==> src/rtl/codificador_pt2262.sv <==
// PT2262-style remote-control encoder: serialises A0..A7 (0/1/F) and D0..D3 then a sync symbol.
// Latency: cod_o and busy go high on the same clk edge that samples te=1 in IDLE.
// Backpressure: none; te is a level request, and each frame always runs to completion.
module codificador_pt2262 #(
  parameter int ALPHA_DIV  = 250,
  parameter int MIN_FRAMES = 4
) (
  input  logic       clk,
  input  logic       reset,
  input  logic       te,
  input  logic [7:0] addr_val,
  input  logic [7:0] addr_flt,
  input  logic [3:0] d,
  output logic       cod_o,
  output logic       busy,
  output logic       frame_done
);

  localparam logic [15:0] DIV_M1   = 16'(ALPHA_DIV - 1);
  localparam logic [3:0]  MIN_FRMS = 4'(MIN_FRAMES);

  typedef enum logic [1:0] {IDLE, SYMBOL, SYNC} state_t;

  state_t      state;
  logic [3:0]  sym_idx;
  logic [6:0]  alpha_cnt;
  logic [15:0] presc;
  logic [3:0]  frame_cnt;
  logic [7:0]  lat_val;
  logic [7:0]  lat_flt;
  logic [3:0]  lat_d;

  // Next position in the waveform; outputs are registered from this so they line up with it.
  state_t      n_state;
  logic [3:0]  n_idx;
  logic [6:0]  n_alpha;
  logic [15:0] n_presc;
  logic        relatch;
  logic        start_tx;
  logic        frame_end;
  logic [3:0]  cnt_inc;
  logic        tick;
  logic        n_flt;
  logic        n_val;
  logic        n_long;
  logic        n_level;
  logic        n_fd;

  assign tick    = (presc == DIV_M1);
  assign cnt_inc = (frame_cnt == 4'd15) ? 4'd15 : frame_cnt + 4'd1;

  // Advance prescaler / alpha / symbol position and choose the next state.
  always_comb begin
    n_state   = state;
    n_idx     = sym_idx;
    n_alpha   = alpha_cnt;
    n_presc   = presc;
    relatch   = 1'b0;
    start_tx  = 1'b0;
    frame_end = 1'b0;
    case (state)
      IDLE: begin
        n_presc = 16'd0;
        if (te) begin
          n_state  = SYMBOL;
          n_idx    = 4'd0;
          n_alpha  = 7'd0;
          relatch  = 1'b1;
          start_tx = 1'b1;
        end
      end
      SYMBOL: begin
        if (tick) begin
          n_presc = 16'd0;
          if (alpha_cnt == 7'd31) begin
            n_alpha = 7'd0;
            if (sym_idx == 4'd11) begin
              n_state = SYNC;
              n_idx   = 4'd0;
            end else begin
              n_idx = sym_idx + 4'd1;
            end
          end else begin
            n_alpha = alpha_cnt + 7'd1;
          end
        end else begin
          n_presc = presc + 16'd1;
        end
      end
      SYNC: begin
        if (tick) begin
          n_presc = 16'd0;
          if (alpha_cnt == 7'd127) begin
            frame_end = 1'b1;
            n_alpha   = 7'd0;
            n_idx     = 4'd0;
            // Decision uses the post-increment count so MIN_FRAMES whole frames go out.
            if (te || (cnt_inc < MIN_FRMS)) begin
              n_state = SYMBOL;
              relatch = 1'b1;
            end else begin
              n_state = IDLE;
            end
          end else begin
            n_alpha = alpha_cnt + 7'd1;
          end
        end else begin
          n_presc = presc + 16'd1;
        end
      end
      default: begin
        n_state = IDLE;
        n_idx   = 4'd0;
        n_alpha = 7'd0;
        n_presc = 16'd0;
      end
    endcase
  end

  // Waveform level at the next position. Alpha 0 is high for every symbol, so using the
  // old latched inputs on a relatch edge is harmless.
  always_comb begin
    n_flt = 1'b0;
    n_val = 1'b0;
    if (n_idx < 4'd8) begin
      n_flt = lat_flt[n_idx[2:0]];
      n_val = lat_val[n_idx[2:0]];
    end else begin
      n_val = lat_d[n_idx[1:0]];
    end
    // F is short then long; float overrides the value bit.
    n_long  = n_flt ? n_alpha[4] : n_val;
    n_level = 1'b0;
    case (n_state)
      SYMBOL:  n_level = n_long ? (n_alpha[3:0] < 4'd12) : (n_alpha[3:0] < 4'd4);
      SYNC:    n_level = (n_alpha < 7'd4);
      default: n_level = 1'b0;
    endcase
    n_fd = (n_state == SYNC) && (n_alpha == 7'd127) && (n_presc == DIV_M1);
  end

  // State, counters, input latches and registered outputs.
  always_ff @(posedge clk or posedge reset) begin
    if (reset) begin
      state      <= IDLE;
      sym_idx    <= 4'd0;
      alpha_cnt  <= 7'd0;
      presc      <= 16'd0;
      frame_cnt  <= 4'd0;
      lat_val    <= 8'd0;
      lat_flt    <= 8'd0;
      lat_d      <= 4'd0;
      cod_o      <= 1'b0;
      busy       <= 1'b0;
      frame_done <= 1'b0;
    end else begin
      state      <= n_state;
      sym_idx    <= n_idx;
      alpha_cnt  <= n_alpha;
      presc      <= n_presc;
      cod_o      <= n_level;
      busy       <= (n_state != IDLE);
      frame_done <= n_fd;
      if (start_tx) begin
        frame_cnt <= 4'd0;
      end else if (frame_end) begin
        frame_cnt <= cnt_inc;
      end
      if (relatch) begin
        lat_val <= addr_val;
        lat_flt <= addr_flt;
        lat_d   <= d;
      end
    end
  end

endmodule
==> config.mk <==
export PLATFORM = sky130hd
export DESIGN_NAME = codificador_pt2262
export DESIGN_NICKNAME = d
export VERILOG_FILES = /design/src/rtl/codificador_pt2262.sv
export SDC_FILE = /design/constraint.sdc
export NUM_CORES = 1
export LEC_CHECK = 0
export BUFFER_PORTS_ARGS = -buffer_cell sky130_fd_sc_hd__buf_2
export CORE_UTILIZATION = 60
export CTS_CLUSTER_DIAMETER = 60
export DETAILED_ROUTE_END_ITERATION = 12
export PLACE_DENSITY = 0.8
export SLEW_MARGIN = 10
export SYNTH_ARGS = -nofsm -noshare
export SYNTH_HDL_FRONTEND = slang
export SYNTH_SLANG_ARGS = --single-unit
==> constraint.sdc <==
create_clock -name clk -period 4.45 [get_ports clk]
set_input_delay 0.445 -clock clk [delete_from_list [all_inputs] [get_ports clk]]
set_output_delay 0.445 -clock clk [all_outputs]
set_load 0.05 [all_outputs]
Word level (Yosys, flattened, before mapping) --
Cells that the tools add are included.
Word-level totals: logic and storage cells 86, bits in registers 56, input port bits 23, output and inout port bits 3
Cells by class: reduce and logical (&&, ||, !) cells 7, add/sub/neg operators 4, magnitude comparators 7, equality and inequality tests 11, mux-type cells 46
Operator list (count):
- 2-to-1 mux 4 bit | 9
- 2-to-1 mux 7 bit | 5
- equality test 16 x 8 -> 1 bit, second input constant | 2
- 2-to-1 mux 16 bit | 2
- case mux 7 bit (3 select lines) | 1
- adder 16 x 1 -> 16 bit, second input constant | 1
- 2-to-1 mux 1 bit | 16
- equality test 7 bit, second input constant | 2
- 2-to-1 mux 2 bit | 6
- case mux 4 bit (3 select lines) | 1
- adder 4 x 1 -> 4 bit, second input constant | 2
- equality test 4 bit, second input constant | 2
- < comparator 4 x 3 -> 1 bit, second input constant | 2
- < comparator 4 bit, second input constant | 2
- adder 7 x 1 -> 7 bit, second input constant | 1
- equality test 7 x 5 -> 1 bit, second input constant | 1
- < comparator 7 x 3 -> 1 bit, second input constant | 1
- binary-select mux 1 bit (select 3 bit) | 2
- case mux 2 bit (3 select lines) | 1
- equality test 2 x 1 -> 1 bit, second input constant | 2
- equality test 2 bit, second input constant | 2
- < comparator 3 x 4 -> 1 bit, second input constant | 1
- case mux 1 bit (2 select lines) | 2
- nonzero test 2 bit | 2
- 6 further kinds | 7

Depth between registers and ports, before layout --
Gate-level depths: netlist of run 1.
depth in word-level cells 11, gate-level depth with buffers 18, depth with buffers taken out 16

Worst setup path after synthesis of run 1 --
OpenSTA, ideal clock, no wires.
path type register to register, start point reg presc[4], end point reg frame_done, setup slack 1128 ps, library setup time 101 ps, path buffers 5, cell stages (with the launch flop) 19, period minus slack after synthesis 3322 ps, data arrival time 3221 ps, data required time 4349 ps, cell sequence dfrtp_1 > buf_2 > and4_1 > clkbuf_1 > and4b_1 > buf_4 > buf_6 > nand4_1 > nor2_1 > o22ai_1 > clkbuf_1 > nand2_1 > nand2_1 > ha_1 > nor4b_1 > nand2_1 > nor4_1 > nand4_1 > nor4_1
On the way: word-level cells in the longest chain between the ends 6, elaborated cells on any way between the ends 15, classes of those cells add/sub: 1; eq/ne: 4; mux: 8; reduce/logical: 2
Ends and longest elaborated chain:
- start: declaration | line 27 | logic [15:0] presc;
- start signal: assignment | line 160 | presc <= n_presc;
- branches (longest 5 deep; another with adder 16 x 1 -> 16 bit)
- logical AND 1 bit * | line 139 | n_fd = (n_state == SYNC) && (n_alpha == 7'd127) && (n_presc == DIV_M1);
- net n_fd | line 47 | logic n_fd;
- end signal: assignment | line 163 | frame_done <= n_fd;
- end: declaration | line 16 | output logic frame_done
Mark *: on every way through the listed nets, which the timed path passes. A chain may end at the register's enable or synchronous reset.

Worst setup path after layout of run 1 --
start point reg presc[8], end point reg frame_done
The elaborated chain is that of the path after synthesis.

==> run summary, run 1 <==
Root buffer cell: clkbuf_8. Max-cap violations in this run came to 0. The startpoint identified for the worst register-to-register timing path is presc[8].

After detailed routing, the total wire length is 6.51 mm. The highest cell delay on the worst timing path is 540 ps. Once the clock tree was built, the resizer swapped 0 gates to a different size. Once the floorplan was initialized, standard cells occupied 62.7% of the core. The die span in y is 75.5 um, and the count of pins over their slew limit is 0. For this run, the register share of the synthesized area comes to 43.2%. For this design, the CTS-stage hold fixing added 0 buffers.

For this design the static power due to leakage is 1.60 nW. The total of flip-flops plus latches after synthesis came out at 56. On the final layout, the worst clock skew is 12.0 ps.

The cell at the slowest stage of the critical path is or4b_1. The final critical delay including setup and external delays came out at 3780 ps. The share of final-layout standard cells stronger than drive strength 1 came out at 20.6%.

For this run, global-route usage on met1 was measured as 33.9%. For the antenna diode count, the log shows 0. The clock transition at the registers of the reported paths was 110 ps; the final-stage net count was 384.

In this run the worst hold path is classified as input port to async pin. Element type at the critical path end: a register. After synthesis, the netlist uses 59 different library cells.

The die width is 75.5 um, and the area of the die is 5700 um2. The dominant cell type by count on the critical path was nand2_1. The source-to-sink clock delay at the later pin of the worst-skew pair is 310 ps. Walking the worst path, the cells encountered are or4b_1, and4b_1, buf_4, nand2_1, nor2_1, nor2b_1, o31ai_1, nand2_1, nand2_1, ha_1, nor4b_1, nand2_1, nor4_1, nand4_1, nor4_1. The total area inside the core boundary comes to 5170 um2. The detailed router finished its first iteration with 163 violations. Once the clock tree was built, the setup fixing pass inserted 0 buffers. Setup slack on the worst reg-to-reg path comes out at 670 ps. In this run the deepest clock path goes through 2 buffers. Pin placement for this block handled 26 I/O pins. The logs give 10.9 mm for the wire length of the first global-routing pass and 54.3% for the worst max-slew margin expressed relative to the limit. The worst supply voltage drop on vdd is 0.290 mV, and the gate count of the mapped netlist is 327. Entering global routing, the biggest net connects 57 pins. Routability-driven placement finished with a final weighted congestion of 0.891.

The endpoint identified for the worst register-to-register timing path is frame_done. Each instance of the synthesized netlist takes up on average 9.92 um2. Setup repair after global routing left no endpoint under its margin. For the remaining routing DRC violations, the log shows 0. Setup violations remaining at the end of the flow were counted as 0. In this run the power density over the cells is 441 nW/um2. Via count of the first global-routing pass: 2396.

The number of enable-type register cells in the synthesized netlist is 0, and the number of filler instances in the final layout is 399. The most used flip-flop cell after synthesis is dfrtp_1. After detailed routing, the average wire length per cell comes to 15.5 um. For this run, the number of Yosys warnings is 0.

In the layout the commonest cells are dfrtp_1 (56), nor2_1 (34), nand2_1 (29), buf_2 (25), mux2_2 (21). The proportion of synthesized flip-flops having asynchronous set or reset is 100%, and the number of sinks driven by the clock tree is 56. The detail route stage leaves a number of antenna-violating nets equal to 0. Summing all multi-input logic gate instances after layout gives 1740 um2. The area taken by flip-flops and latches was 1400 um2.

In this run the most used layer during global routing was met2. The area growth from synthesis to layout came out at 9.10%. The most common cell after layout, fill and taps aside is dfrtp_1.

The met2 routing resource usage after global routing is 42.4%, and the detailed placer's ending HPWL is 4.75 mm. The flow ran to the end, and the final reports show no timing, DRC or antenna violations. The standard-cell row count came out at 26. The count of port buffers added during placement is 25. The vias per cell is 6.02. In this run, CTS created clock tree buffers numbering 5.

In this run the worst path has a maximum fanout of 9. The clock tree synthesis step divided the H-tree into 2 levels. Static timing analysis puts the maximum clock frequency at 0.265 GHz. Global routing used 25.4% of the available tracks across all layers. For this run, global-route usage on met3 was measured as 3.97%. The kind of cell with the highest combined delay along the critical path is simple AND/OR/NAND/NOR gates. Counting every net in the synthesized netlist gives 362. The final critical-path share of the clock period is 84.8%. TritonCTS built the clock tree.

The signal arrival time at the worst endpoint was 3980 ps. At the worst endpoint, the required time is 4650 ps. The critical path start-end classification is register to register. Summing over every cut layer, the via total after detailed routing is 2529.

The buffering stage count on the worst path with inverters included works out to 1. The type of origin of the critical path was a register. The first TritonRoute pass finished after 4 iterations. Hold timing on the final database bottoms out at a slack of 304 ps.

Total global routing overflow: 0. The initial antenna violation count was 0. For the cell area after synthesis, the log shows 3240 um2.

The worst reg-to-reg path cell count is 15. The number of hold-slack violations in the final timing report came out at 0. At the pin with the least slew margin, the transition time is 685 ps. The run gives 0 ps as the setup total negative slack.
logic make-up (layout without fill, tap and decap cells):
family          Yosys count  count (layout)  share of synthesized area [%]
fa+ha+maj                12              12                           4.63
compound gates           61              61                           13.5
buf+inv                  25              48                           3.28
simple gates            131             131                           22.1
flops                    56              56                           43.2
xor+xnor                 15              15                           4.05
mux                      27              27                           9.18
worst max-delay path by stage:
stage | from | end | slack [ps] | depth (start not counted)
2_1_floorplan | presc[4] | frame_done | 1130 | 18
3_3_place_gp | presc[8] | frame_done | 750 | 15
3_5_place_dp | presc[8] | frame_done | 690 | 15
4_1_cts | presc[8] | frame_done | 650 | 15
5_1_grt | presc[8] | frame_done | 410 | 15
6_report | presc[8] | frame_done | 670 | 15
area by class of cell:
cell class              instances  share of cell area [%]
clock inverters                 3                    1.31
inverters                      12                    1.27
repair buffers                 28                    4.17
well taps                      70                    2.48
flip-flops and latches         56                    39.6
multi-input cells             246                    49.2
clock buffers                   5                    1.94
state kept, by name, indices dropped and copies added (netlist names):
register    flops
busy            1
frame_cnt       4
cod_o           1
state           2
alpha_cnt       7
frame_done      1
lat_flt         8
lat_d           4
lat_val         8
presc          16
sym_idx         4
metrics by stage:
step	setup WS [ps]	power [mW]	cells	utilization, %	cell area [um2]
after global placement	746	1.21	412	66.2	3420
final	675	1.56	420	68.4	3540
after global routing	406	1.65	420	68.4	3540
after floorplan	1130	1.10	327	-	3240
after detailed placement	689	1.23	412	66.2	3420
after CTS	651	1.57	420	68.4	3540
tightest hold or removal path, delay by kind of cell:
kind | cells | cell delay, ps
buf+inv | 3 | 670
where the power goes:
| group | leakage, nW | switching, mW | internal [mW] |
|---|---|---|---|
| sequential | 0.728 | 0.0843 | 0.632 |
| combinational | 0.813 | 0.271 | 0.233 |
| clock | 0.0548 | 0.172 | 0.170 |
| total | 1.60 | 0.527 | 1.03 |
routing by layer:
layer	share of wire, %	vias to the layer above
li1	-	1229
met1	46	1238
met2	49	55
met3	4.1	7
met4	1.4	0
met5	0	-
synth_stat cells (5+ instances only):
master	number	area share, %
nand3_1	9	1.4
dfrtp_1	56	43
nand2_1	29	3.4
o21ai_0	11	1.7
nor2_1	34	3.9
nor4_1	5	0.96
xnor2_1	5	1.4
xor2_1	10	2.7
inv_1	12	1.4
clkbuf_1	10	1.2
mux2i_1	5	1.5
nand4_1	8	1.5
mux2_2	21	7.3
and3_1	5	0.96
ha_1	12	4.6
a21oi_1	15	2.3
No activity file was read; power rests on OpenSTA's default activity.
==> run 2, diff against run 1 <==
CORE_UTILIZATION = 54   (was 60)
PLACE_DENSITY = 0.76   (was 0.8)
clock period = 3.45 ns   (was 4.45 ns; I/O delays follow)
==> run summary, run 2 (synthesis gave the netlist of run 1 again) <==
The number of DRC violations after detailed-routing iteration 0 was 149 (-8.6%). The count of port buffers added during placement is 25 (unchanged). The initial antenna violation count came out at 0 (unchanged). The placeable core region was 5640 um2 (+9.1%). The run gives 0 (unchanged) as the antenna diode count. The vias per cell was 6.03 (+0.10%); the largest fanout of any net on the critical path was 6 (-3).

The highest cell delay on the worst timing path came out at 550 ps (about the same). The final critical delay including setup and external delays is 3290 ps (-482 ps). The transition time of the tightest slew-check pin was 795 ps (+110 ps). The worst setup skew after layout was 9.52 ps (-2.47 ps); the static leakage was 1.66 nW (+4.1%). The setup violation total in the final timing report is 0 (unchanged). The tools report the type of origin of the critical path as a register.

The logs give 20.2 ps (-669 ps) for the pre-CTS setup slack and 459 (+15%) for the number of filler instances in the final layout. The total global routing overflow is 0 (unchanged), and the standard-cell row count is 27 (+3.8%). The run finished with clean final reports. The filler-free cell count of the finished design is 434 (+3.3%), and the average routed wire per standard cell is 15.9 um (+2.6%). The count of pins over their slew limit is 0 (unchanged), and the signal arrival time at the worst endpoint is 3510 ps (-470 ps). The total clock buffers created by CTS was 5 (unchanged). For the number of hold-slack violations in the final timing report, the log shows 0 (unchanged). The total wire length came out at 6.90 mm (+6.0%). In the final layout, the registers with the most flip-flops are presc x16, lat_flt x8, lat_val x8. The total non-filler cell area in the finished layout came out at 3640 um2 (+3.0%). The element type at the critical path end was a register. The initial core utilization is 57.5% (-5.2 points). Number of sinks driven by the clock tree: 56 (unchanged).

Grouping stages by cell kind, the critical path spends the most delay in simple AND/OR/NAND/NOR gates. The buffering stage count on the worst path with inverters included came out at 0 (-1). Final critical-path share of the clock period: 95.5% (+11 points). The placed instance area came out at 3500 um2 (+2.3%). The library cell used most frequently in the layout, excluding fill and tap cells, is dfrtp_1.

The worst max-slew margin expressed relative to the limit is 46.9% (-7.4 points), and the die width is 79.5 um (+5.3%). The tools report the worst endpoint required time as 3670 ps (-980 ps). The ratio of total power to cell area was 553 nW/um2 (+25%); the setup total negative slack was 0 ps (unchanged). The via count of the first global-routing pass was 2575 (+7.5%). The library cells used most frequently in the layout, excluding fill and tap cells, are dfrtp_1 (56), nor2_1 (34), nand2_1 (29), buf_2 (25), mux2_2 (21). The die span in y is 79.5 um (+5.3%), and the final hold slack is 174 ps (-130 ps). The minimum setup slack in the final design came out at 156 ps (-518 ps). The logs give 6320 um2 (+11%) for the area of the die and 0.919 (+3.2%) for the last weighted congestion value of the routability-driven placer. The number of instances in the placed design was 424 (+2.9%).

The cts-stage hold buffer count is 0 (unchanged), and the clock transition at the registers of the reported paths is 100 ps (about the same). For the iteration count of the initial detailed-routing pass, the log shows 4 (unchanged). In this design, the critical path's most frequently occurring cell is nand2_1.

The total number of vias was 2616 (+3.4%); the peak clock frequency supported by timing was 0.304 GHz (+15%). The flip-flop count of the largest register, all copies and words added was 16 (unchanged); the final-stage net count was 396 (+3.1%). The total routing resource utilization after global routing was 23.4% (-1.9 points); the share of final-layout standard cells stronger than drive strength 1 was 24.6% (+4.0 points). The wire length of the first global-routing pass is 11.6 mm (+6.5%).

The type of the worst min-delay path is input port to async pin. The count of H-tree levels built during CTS came out at 2 (unchanged). The run gives 40 (-30%) as the maximum number of pins on one net before global-route repair. The number of routed nets with antenna violations is 0 (unchanged), and the number of top-level design ports is 26 (unchanged). The area growth from synthesis to layout is 12.4%. The number of maximum-capacitance violations was 0 (unchanged). The critical path is of the register to register type.

Traced cell by cell, the critical path runs through or4b_4, and4b_4, nand2_1, nor2_1, nor2b_1, o31ai_1, nand2_1, nand2_1, ha_1, nor4b_2, nand2_1, nor4_1, nand4_1, nor4_1. The maximum clock path buffer count is 2 (unchanged). TritonCTS built the clock tree. The source-to-sink clock delay at the later pin of the worst-skew pair came out at 310 ps (about the same). The slowest stage of the critical path is the or4b_4 cell. The tools report the root buffer cell as clkbuf_8. The remaining routing DRC violations is 0 (unchanged). The detailed placer's ending HPWL came out at 4.99 mm (+5.1%). The register with the most flip-flops is presc. The run gives 0.359 mV (+24%) as the worst supply voltage drop on vdd.
run 2: changes by cell type in the layout (fill, tap and decap cells not counted), sizes merged:
cell      change
clkbuf        +1
bufinv        -1
buf          +11
clkinvlp      -1
inv           +1
and4b         +1
run 2: final timing paths:
path	depth (start not counted)	start	slack [ps]	end
min in group clk	2	addr_val[7]	260	lat_val[7]
hold reg to reg	1	lat_val[5]	510	lat_val[5]
hold / removal	2	reset	170	lat_flt[7]
setup / recovery	14	presc[9]	160	frame_done
max in group asynchronous	3	reset	2520	sym_idx[0]
setup reg to reg	14	presc[9]	160	frame_done
run 2: power by group:
group,internal (mW),switching (mW)
Combinational,0.338,0.387
Clock,0.169,0.217
Sequential,0.815,0.0909
run 2: layout make-up:
| type | instances | area [um2] | share of cell area, % |
|---|---|---|---|
| Clock buffer | 6 | 82.6 | 2.27 |
| Multi-Input combinational cell | 247 | 1780 | 48.8 |
| Tap cell | 72 | 90.1 | 2.47 |
| Sequential cell | 56 | 1400 | 38.4 |
| Clock inverter | 2 | 17.5 | 0.481 |
| Inverter | 12 | 45.0 | 1.24 |
| Timing Repair Buffer | 39 | 230 | 6.32 |
run 2: timing repair:
action | CTS | global route
setup buffers | 0 | 1
setup endpoints to repair | 1 | 2
gates cloned | 0 | 1
resized for setup | 1 | 5
run 2: stage by stage:
step | power, mW | util, %
6_report | 2.02 | 64.6
3_3_place_gp | 1.61 | 62.1
3_5_place_dp | 1.63 | 62.1
5_1_grt | 2.14 | 64.6
4_1_cts | 2.02 | 63.9
2_1_floorplan | 1.42 | -
run 2: routing by layer:
metal | global-route usage, % | part of all wire (%) | up-vias
met5 | 0 | 0 | -
met4 | 7.09 | 1.4 | 0
met3 | 3.31 | 4.0 | 10
met2 | 39.2 | 49 | 51
met1 | 31.4 | 46 | 1294
li1 | - | - | 1261
